<file path="config.mk">
export PLATFORM = sky130hd
export DESIGN_NAME = buffer_sched
export DESIGN_NICKNAME = d
export VERILOG_FILES = /design/src/rtl/buffer_sched_pkg.sv /design/src/rtl/onehot_rr_next.sv /design/src/rtl/buffer_sched.sv
export SDC_FILE = /design/constraint.sdc
export NUM_CORES = 1
export LEC_CHECK = 0
export ABC_AREA = 1
export CAP_MARGIN = 20
export CELL_PAD_IN_SITES_DETAIL_PLACEMENT = 0
export CELL_PAD_IN_SITES_GLOBAL_PLACEMENT = 1
export CORE_MARGIN = 3
export CORE_UTILIZATION = 30
export CTS_BUF_LIST = sky130_fd_sc_hd__clkbuf_8
export DETAILED_ROUTE_END_ITERATION = 10
export MAX_ROUTING_LAYER = met4
export PLACE_DENSITY_LB_ADDON = 0.1
export SLEW_MARGIN = 30
export SYNTH_ARGS = -nofsm -noshare
export SYNTH_HDL_FRONTEND = slang
export SYNTH_HIERARCHICAL = 1
export SYNTH_SLANG_ARGS = --single-unit
</file>
<file path="constraint.sdc">
create_clock -name clk -period 3.85 [get_ports clk]
set_clock_uncertainty 0.05 [all_clocks]
set_input_delay 0.385 -clock clk [delete_from_list [all_inputs] [get_ports clk]]
set_output_delay 0.385 -clock clk [all_outputs]
set_load 0.02 [all_outputs]
</file>
<file path="src/rtl/buffer_sched_pkg.sv">
// buffer_sched_pkg
//   Shared types and constants for the pattern-buffer scheduler.
//   - sched_state_t : scheduler states (IDLE, PLAY, WRITE)
//   - NO_BUFS, BUFFER_SIZE, BUFFER_WIDTH : bank geometry
//   - buf_onehot / field_onehot : index to one-hot select
//   - lowest_onehot : lowest set bit of a buffer mask as one-hot
//   - eff_len : effective per-buffer playback length
package buffer_sched_pkg;

    localparam int NO_BUFS      = 8;
    localparam int BUFFER_SIZE  = 22;
    localparam int BUFFER_WIDTH = 8;

    typedef enum logic [1:0] {
        IDLE  = 2'd0,
        PLAY  = 2'd1,
        WRITE = 2'd2
    } sched_state_t;

    function automatic logic [NO_BUFS-1:0] buf_onehot(input logic [2:0] idx);
        logic [NO_BUFS-1:0] oh;
        oh      = '0;
        oh[idx] = 1'b1;
        return oh;
    endfunction

    // Indices at or beyond BUFFER_SIZE decode to all-zero.
    function automatic logic [BUFFER_SIZE-1:0] field_onehot(input logic [4:0] idx);
        logic [BUFFER_SIZE-1:0] oh;
        oh = '0;
        for (int i = 0; i < BUFFER_SIZE; i++) begin
            if (idx == 5'(i)) oh[i] = 1'b1;
        end
        return oh;
    endfunction

    function automatic logic [NO_BUFS-1:0] lowest_onehot(input logic [NO_BUFS-1:0] mask);
        logic [NO_BUFS-1:0] oh;
        oh = '0;
        for (int i = NO_BUFS - 1; i >= 0; i--) begin
            if (mask[i]) oh = buf_onehot(3'(i));
        end
        return oh;
    endfunction

    // Zero length still plays one field; anything past the buffer is clipped.
    function automatic logic [4:0] eff_len(input logic [4:0] len);
        if (len == 5'd0)
            return 5'd1;
        else if (len > 5'(BUFFER_SIZE))
            return 5'(BUFFER_SIZE);
        else
            return len;
    endfunction

endpackage

</file>
<file path="src/rtl/onehot_rr_next.sv">
// onehot_rr_next
//   Combinational round-robin step over a one-hot buffer select.
//   cur     : current one-hot buffer
//   enable  : buffers allowed in the rotation
//   nxt_sel : next enabled buffer above cur (circular); cur itself when it is
//             the only one enabled; cur unchanged when enable is empty
//   wrap    : rotation wrapped (next index <= current index)
module onehot_rr_next
    import buffer_sched_pkg::*;
(
    input  logic [NO_BUFS-1:0] cur,
    input  logic [NO_BUFS-1:0] enable,
    output logic [NO_BUFS-1:0] nxt_sel,
    output logic               wrap
);

    logic [2:0] cur_idx;
    logic [2:0] nxt_idx;
    logic [2:0] cand;
    logic       found;

    always_comb begin
        cur_idx = '0;
        for (int i = 0; i < NO_BUFS; i++) begin
            if (cur[i]) cur_idx = 3'(i);
        end
        found   = 1'b0;
        nxt_idx = cur_idx;
        cand    = '0;
        // k = NO_BUFS truncates back to cur_idx, covering the single-buffer case.
        for (int k = 1; k <= NO_BUFS; k++) begin
            cand = cur_idx + 3'(k);
            if (!found && enable[cand]) begin
                found   = 1'b1;
                nxt_idx = cand;
            end
        end
        nxt_sel = found ? buf_onehot(nxt_idx) : cur;
        wrap    = found && (nxt_idx <= cur_idx);
    end

endmodule

</file>
<file path="src/rtl/buffer_sched.sv">
// buffer_sched
//   Playback sequencer and write arbiter for the 8-instance pattern buffer bank.
//   Inputs : clk, rst (sync, active high), start, stop, buf_enable, buf_len,
//            wr_req/wr_buf/wr_field/wr_data (level request held until ack/err)
//   Outputs: buffer_select (one-hot playback buffer), bufp (read/write buffer),
//            fieldp..fieldp4 (one-hot read field, fanout copies), fieldwp,
//            field_in, field_write, wr_ack, wr_err, busy, wrap. All registered.
//
//   state | meaning
//   ------+---------------------------------------------------------------
//   IDLE  | no playback; fieldp* = 0, selects hold; writes accepted directly
//   PLAY  | one field per cycle through enabled buffers
//   WRITE | single-cycle field write; playback registers frozen
module buffer_sched
    import buffer_sched_pkg::*;
(
    input  logic                    clk,
    input  logic                    rst,
    input  logic                    start,
    input  logic                    stop,
    input  logic [NO_BUFS-1:0]      buf_enable,
    input  logic [4:0]              buf_len,
    input  logic                    wr_req,
    input  logic [2:0]              wr_buf,
    input  logic [4:0]              wr_field,
    input  logic [BUFFER_WIDTH-1:0] wr_data,
    output logic                    wr_ack,
    output logic                    wr_err,
    output logic [NO_BUFS-1:0]      buffer_select,
    output logic [NO_BUFS-1:0]      bufp,
    output logic [BUFFER_SIZE-1:0]  fieldp,
    output logic [BUFFER_SIZE-1:0]  fieldp2,
    output logic [BUFFER_SIZE-1:0]  fieldp3,
    output logic [BUFFER_SIZE-1:0]  fieldp4,
    output logic [BUFFER_SIZE-1:0]  fieldwp,
    output logic [BUFFER_WIDTH-1:0] field_in,
    output logic                    field_write,
    output logic                    busy,
    output logic                    wrap
);

    localparam logic [BUFFER_SIZE-1:0] FIELD_FIRST = BUFFER_SIZE'(1);
    localparam logic [NO_BUFS-1:0]     BUF_FIRST   = NO_BUFS'(1);

    sched_state_t       state;
    logic [4:0]         field_cnt;   // fields left in current buffer, 0 = last
    logic               wr_block;    // a write finished; one PLAY step owed
    logic [NO_BUFS-1:0] adv_sel;
    logic               adv_wrap;
    logic               wr_take;
    logic               do_write;
    logic               do_err;
    logic [BUFFER_SIZE-1:0] field_step;

    onehot_rr_next u_rr (
        .cur     (buffer_select),
        .enable  (buf_enable),
        .nxt_sel (adv_sel),
        .wrap    (adv_wrap)
    );

    // A registered wr_err means the request on wr_req this cycle is the one
    // already answered, so it must not be taken a second time.
    always_comb begin
        wr_take    = wr_req && !wr_err &&
                     ((state == IDLE) || ((state == PLAY) && !wr_block));
        do_write   = wr_take && (wr_field < 5'(BUFFER_SIZE));
        do_err     = wr_take && !(wr_field < 5'(BUFFER_SIZE));
        field_step = fieldp << 1;
    end

    always_ff @(posedge clk) begin
        if (rst) begin
            state         <= IDLE;
            field_cnt     <= '0;
            wr_block      <= 1'b0;
            buffer_select <= BUF_FIRST;
            bufp          <= BUF_FIRST;
            fieldp        <= '0;
            fieldp2       <= '0;
            fieldp3       <= '0;
            fieldp4       <= '0;
            fieldwp       <= '0;
            field_in      <= '0;
            field_write   <= 1'b0;
            wr_ack        <= 1'b0;
            wr_err        <= 1'b0;
            busy          <= 1'b0;
            wrap          <= 1'b0;
        end else begin
            field_write <= 1'b0;
            wr_ack      <= 1'b0;
            wr_err      <= 1'b0;
            wrap        <= 1'b0;

            if (stop) begin
                // Selects hold so the bank keeps a valid one-hot decode.
                state    <= IDLE;
                busy     <= 1'b0;
                wr_block <= 1'b0;
                fieldp   <= '0;
                fieldp2  <= '0;
                fieldp3  <= '0;
                fieldp4  <= '0;
                fieldwp  <= '0;
            end else if (do_write) begin
                state       <= WRITE;
                busy        <= 1'b1;
                wr_block    <= 1'b1;
                bufp        <= buf_onehot(wr_buf);
                fieldwp     <= field_onehot(wr_field);
                field_in    <= wr_data;
                field_write <= 1'b1;
                wr_ack      <= 1'b1;
            end else begin
                if (do_err) wr_err <= 1'b1;

                case (state)
                    IDLE: begin
                        if (start && (|buf_enable)) begin
                            state         <= PLAY;
                            busy          <= 1'b1;
                            wr_block      <= 1'b0;
                            buffer_select <= lowest_onehot(buf_enable);
                            bufp          <= lowest_onehot(buf_enable);
                            fieldp        <= FIELD_FIRST;
                            fieldp2       <= FIELD_FIRST;
                            fieldp3       <= FIELD_FIRST;
                            fieldp4       <= FIELD_FIRST;
                            field_cnt     <= eff_len(buf_len) - 5'd1;
                        end
                    end

                    PLAY: begin
                        wr_block <= 1'b0;
                        if (field_cnt != 5'd0) begin
                            fieldp    <= field_step;
                            fieldp2   <= field_step;
                            fieldp3   <= field_step;
                            fieldp4   <= field_step;
                            field_cnt <= field_cnt - 5'd1;
                        end else if (|buf_enable) begin
                            buffer_select <= adv_sel;
                            bufp          <= adv_sel;
                            wrap          <= adv_wrap;
                            fieldp        <= FIELD_FIRST;
                            fieldp2       <= FIELD_FIRST;
                            fieldp3       <= FIELD_FIRST;
                            fieldp4       <= FIELD_FIRST;
                            field_cnt     <= eff_len(buf_len) - 5'd1;
                        end else begin
                            state   <= IDLE;
                            busy    <= 1'b0;
                            fieldp  <= '0;
                            fieldp2 <= '0;
                            fieldp3 <= '0;
                            fieldp4 <= '0;
                        end
                    end

                    WRITE: begin
                        // The exit cycle does not step playback; the owed PLAY
                        // step (wr_block) follows before another write.
                        bufp    <= buffer_select;
                        fieldwp <= '0;
                        if (|fieldp) begin
                            state <= PLAY;
                        end else begin
                            state <= IDLE;
                            busy  <= 1'b0;
                        end
                    end

                    default: begin
                        state <= IDLE;
                        busy  <= 1'b0;
                    end
                endcase
            end
        end
    end

endmodule

</file>
==> reports/qor.txt <==
CP arrival -> 3.82 ns
Most frequent cells in the layout -> 205 x nand2_1, 172 x clkdlybuf4s50_1, 118 x nand3_1, 84 x nor2_1, 79 x inv_1
H-tree depth -> 3
CTS buffer count -> 9
Vias in the first global route -> 5427
Dominant cell type by area after synthesis -> dfxtp_1
Cell count after synthesis -> 887
I/O Buffers -> 172
Critical path's largest stage delay -> 0.33 ns
Power Density -> 417 nW/um^2
CP max-delay cell -> dfxtp_2
Synthesized area per cell -> 6.52 um^2
Vias after detailed routing -> 5797
Io pins -> 173
Hold/Removal Path Class -> flip-flop to flip-flop
Max Slew Vio Count -> 0
Cts hold-fix bufs -> 0
TritonCTS clock tree -> built
Post-route DRC -> 0
Leakage -> 0.00332 uW
Crit path from -> buffer_select[2]$_SDFFE_PP0P_
Post-DP Area -> 7360 um^2
Max_cap viols -> 0
Initial antenna violation count -> 0
Min Tclk post-route -> 3.57 ns
Nets -> 1058
CTS max path bufs -> 2
Worst VDD drop -> 0.160 mV
Post-synthesis cell area -> 5780 um^2
Routed wire per std cell -> 14.5 um
Root Driver -> clkbuf_8
Design Area, Final -> 7860 um^2
Mapped Nets -> 932
R2R Path Start -> buffer_select[2]$_SDFFE_PP0P_
Rel. slew slack -> 0.450
Synth Register Bits -> 80
Die area -> 21000 um^2
RR Endpoint -> bufp[7]$_SDFFE_PP0P_
R2R setup slack -> 0.28 ns
First-pass detailed-route iteration total -> 4
Most common cell after layout, fill and taps aside -> nand2_1
DRT antenna net count -> 0
CTS sink cnt -> 80
Synth-to-layout area growth -> 35.9%
Yosys warns -> 6
Clk Latency, worst-skew pair -> 0.37 ns
Setup WS pre-CTS -> -0.0260 ns
Antenna diodes -> 0
Final worst slack -> 0.284 ns
Least-Margin Pin Slew -> 0.824 ns
Routed vias/inst -> 4.54
Largest net degree at the start of global routing -> 27
Synth cell types -> 42
Top post-synthesis cells by area -> dfxtp_1 28%, nand2_1 14%, nand3_1 11%
First-pass GRT wire length -> 29.1 mm
HP Start -> bufp[1]$_SDFFE_PP0P_
Initial Util -> 0.307
Worst Path Required -> 4.11 ns
Hpwl dp -> 14.1 mm
Share of post-route cells with drive strength above 1 -> 0.146
Total global routing overflow -> 0
Fmax -> 280 MHz
Status -> completed
Die Ht -> 145 um
Fin Hold WS -> 0.440 ns
Final hold violation count -> 0
Worst Hold End -> bufp[1]$_SDFFE_PP0P_
CP Capture Type -> flip-flop
Worst-path clk slew -> 0.10 ns
Core ar. -> 18800 um^2
Critical Setup Path Class -> flip-flop to flip-flop
Die Wd -> 145 um
Setup crit start kind -> flip-flop
Sequential share of the synthesized area -> 0.277
Routability cong. -> 0.827
Tot GR Track Use -> 0.178
Final setup fails -> 0
Hold Crit Depth -> 2
Synth top area share -> 0.277
R2R cell count -> 29
RSZ-0062 raised after global routing -> yes
Final WL -> 18.5 mm
Worst-path fanout max -> 10
Final period util -> 0.926
Most Frequent Cell on Critical Path -> nand2_1
Row cnt -> 50
Iteration-0 DRC Markers -> 319
worst max-delay path, delay by kind of cell (launching register included):
kind,cells,cell delay (ns)
and+or+nand+nor,21,2.18
buffers and inverters,7,0.79
DFF,1,0.33
AOI/OAI and AO/OA,1,0.16
how the worst max path moves through the flow:
stage                            to  cells after the start  slack [ns]
6_report       bufp[7]$_SDFFE_PP0P_                     29        0.28
5_1_grt        bufp[7]$_SDFFE_PP0P_                     29       -0.02
4_1_cts             wrap$_SDFF_PP0_                     30        0.05
3_5_place_dp        wrap$_SDFF_PP0_                     28       -0.03
3_3_place_gp        wrap$_SDFF_PP0_                     25        0.14
2_1_floorplan       wrap$_SDFF_PP0_                     30        0.12
cells by family after synthesis:
logic type	share of synthesized area
xor gates and xnor gates	0.0141
and+or+nand+nor	0.402
AOI/OAI and AO/OA	0.112
adders and majority gates	0.0238
DFF	0.277
buffers and inverters	0.170
metal layers:
metal  up-vias  track usage  routed length [um]
li1       3052            -                   -
met4         0       0.0373                  78
met3         4       0.0292                 711
met5         -            -                   0
met2       111        0.264                8320
met1      2630        0.256                9390
through the flow:
stage / setup TNS, ns / std cells / total power, uW / util
CTS: 0 / 1266 / 3090 / 0.404
detailed placement: -0.0260 / 1250 / 2360 / 0.391
global placement: 0 / 1250 / 2360 / 0.391
floorplan: 0 / 887 / 1950 / -
finish: 0 / 1278 / 3270 / 0.417
global route: -0.0395 / 1278 / 3530 / 0.417
registers in the layout, summed over array words and instances, names as in the netlist, 2 cells and up:
signal / cells
fieldp4: 22
bufp: 8
field_cnt: 5
fieldwp: 22
state: 2
buffer_select: 8
field_in: 8
what timing repair did:
| action | 4_1_cts | 5_1_grt |
|---|---|---|
| gates resized for setup | 5 | 43 |
| setup buffers | 0 | 12 |
| pin swaps | 1 | 28 |
| endpoints found under the setup margin | 1 | 7 |
synthesized netlist by cell type, drive strengths merged:
master    n
nand2   241
nand3   133
nor2    101
inv      95
buf      80
dfxtp    80
o21ai    65
a21oi    29
ha       11
clkbuf   10
nor3      8
o22ai     8
o31ai     7
nand4     5
o21a      3
xor2      3
nand3b    2
xnor2     2
a211oi    1
a21boi    1
a221o     1
a31oi     1
power by group:
group	total, uW	switching [uW]	internal, uW	leakage, uW
Combinational	1700	1050	644	0.00256
Clock	691	363	327	0.000109
Sequential	886	26.7	859	0.000650
final cells by class:
cell class / count / area (um^2)
fillers: 2016 / 11000
multi-input cells: 622 / 3360
repair buffers: 205 / 1990
flip-flops and latches: 80 / 1600
inverters: 95 / 372
well taps: 260 / 325
clock buffers: 10 / 138
clock inverters: 6 / 72.6
No activity file was read; power rests on OpenSTA's default activity.
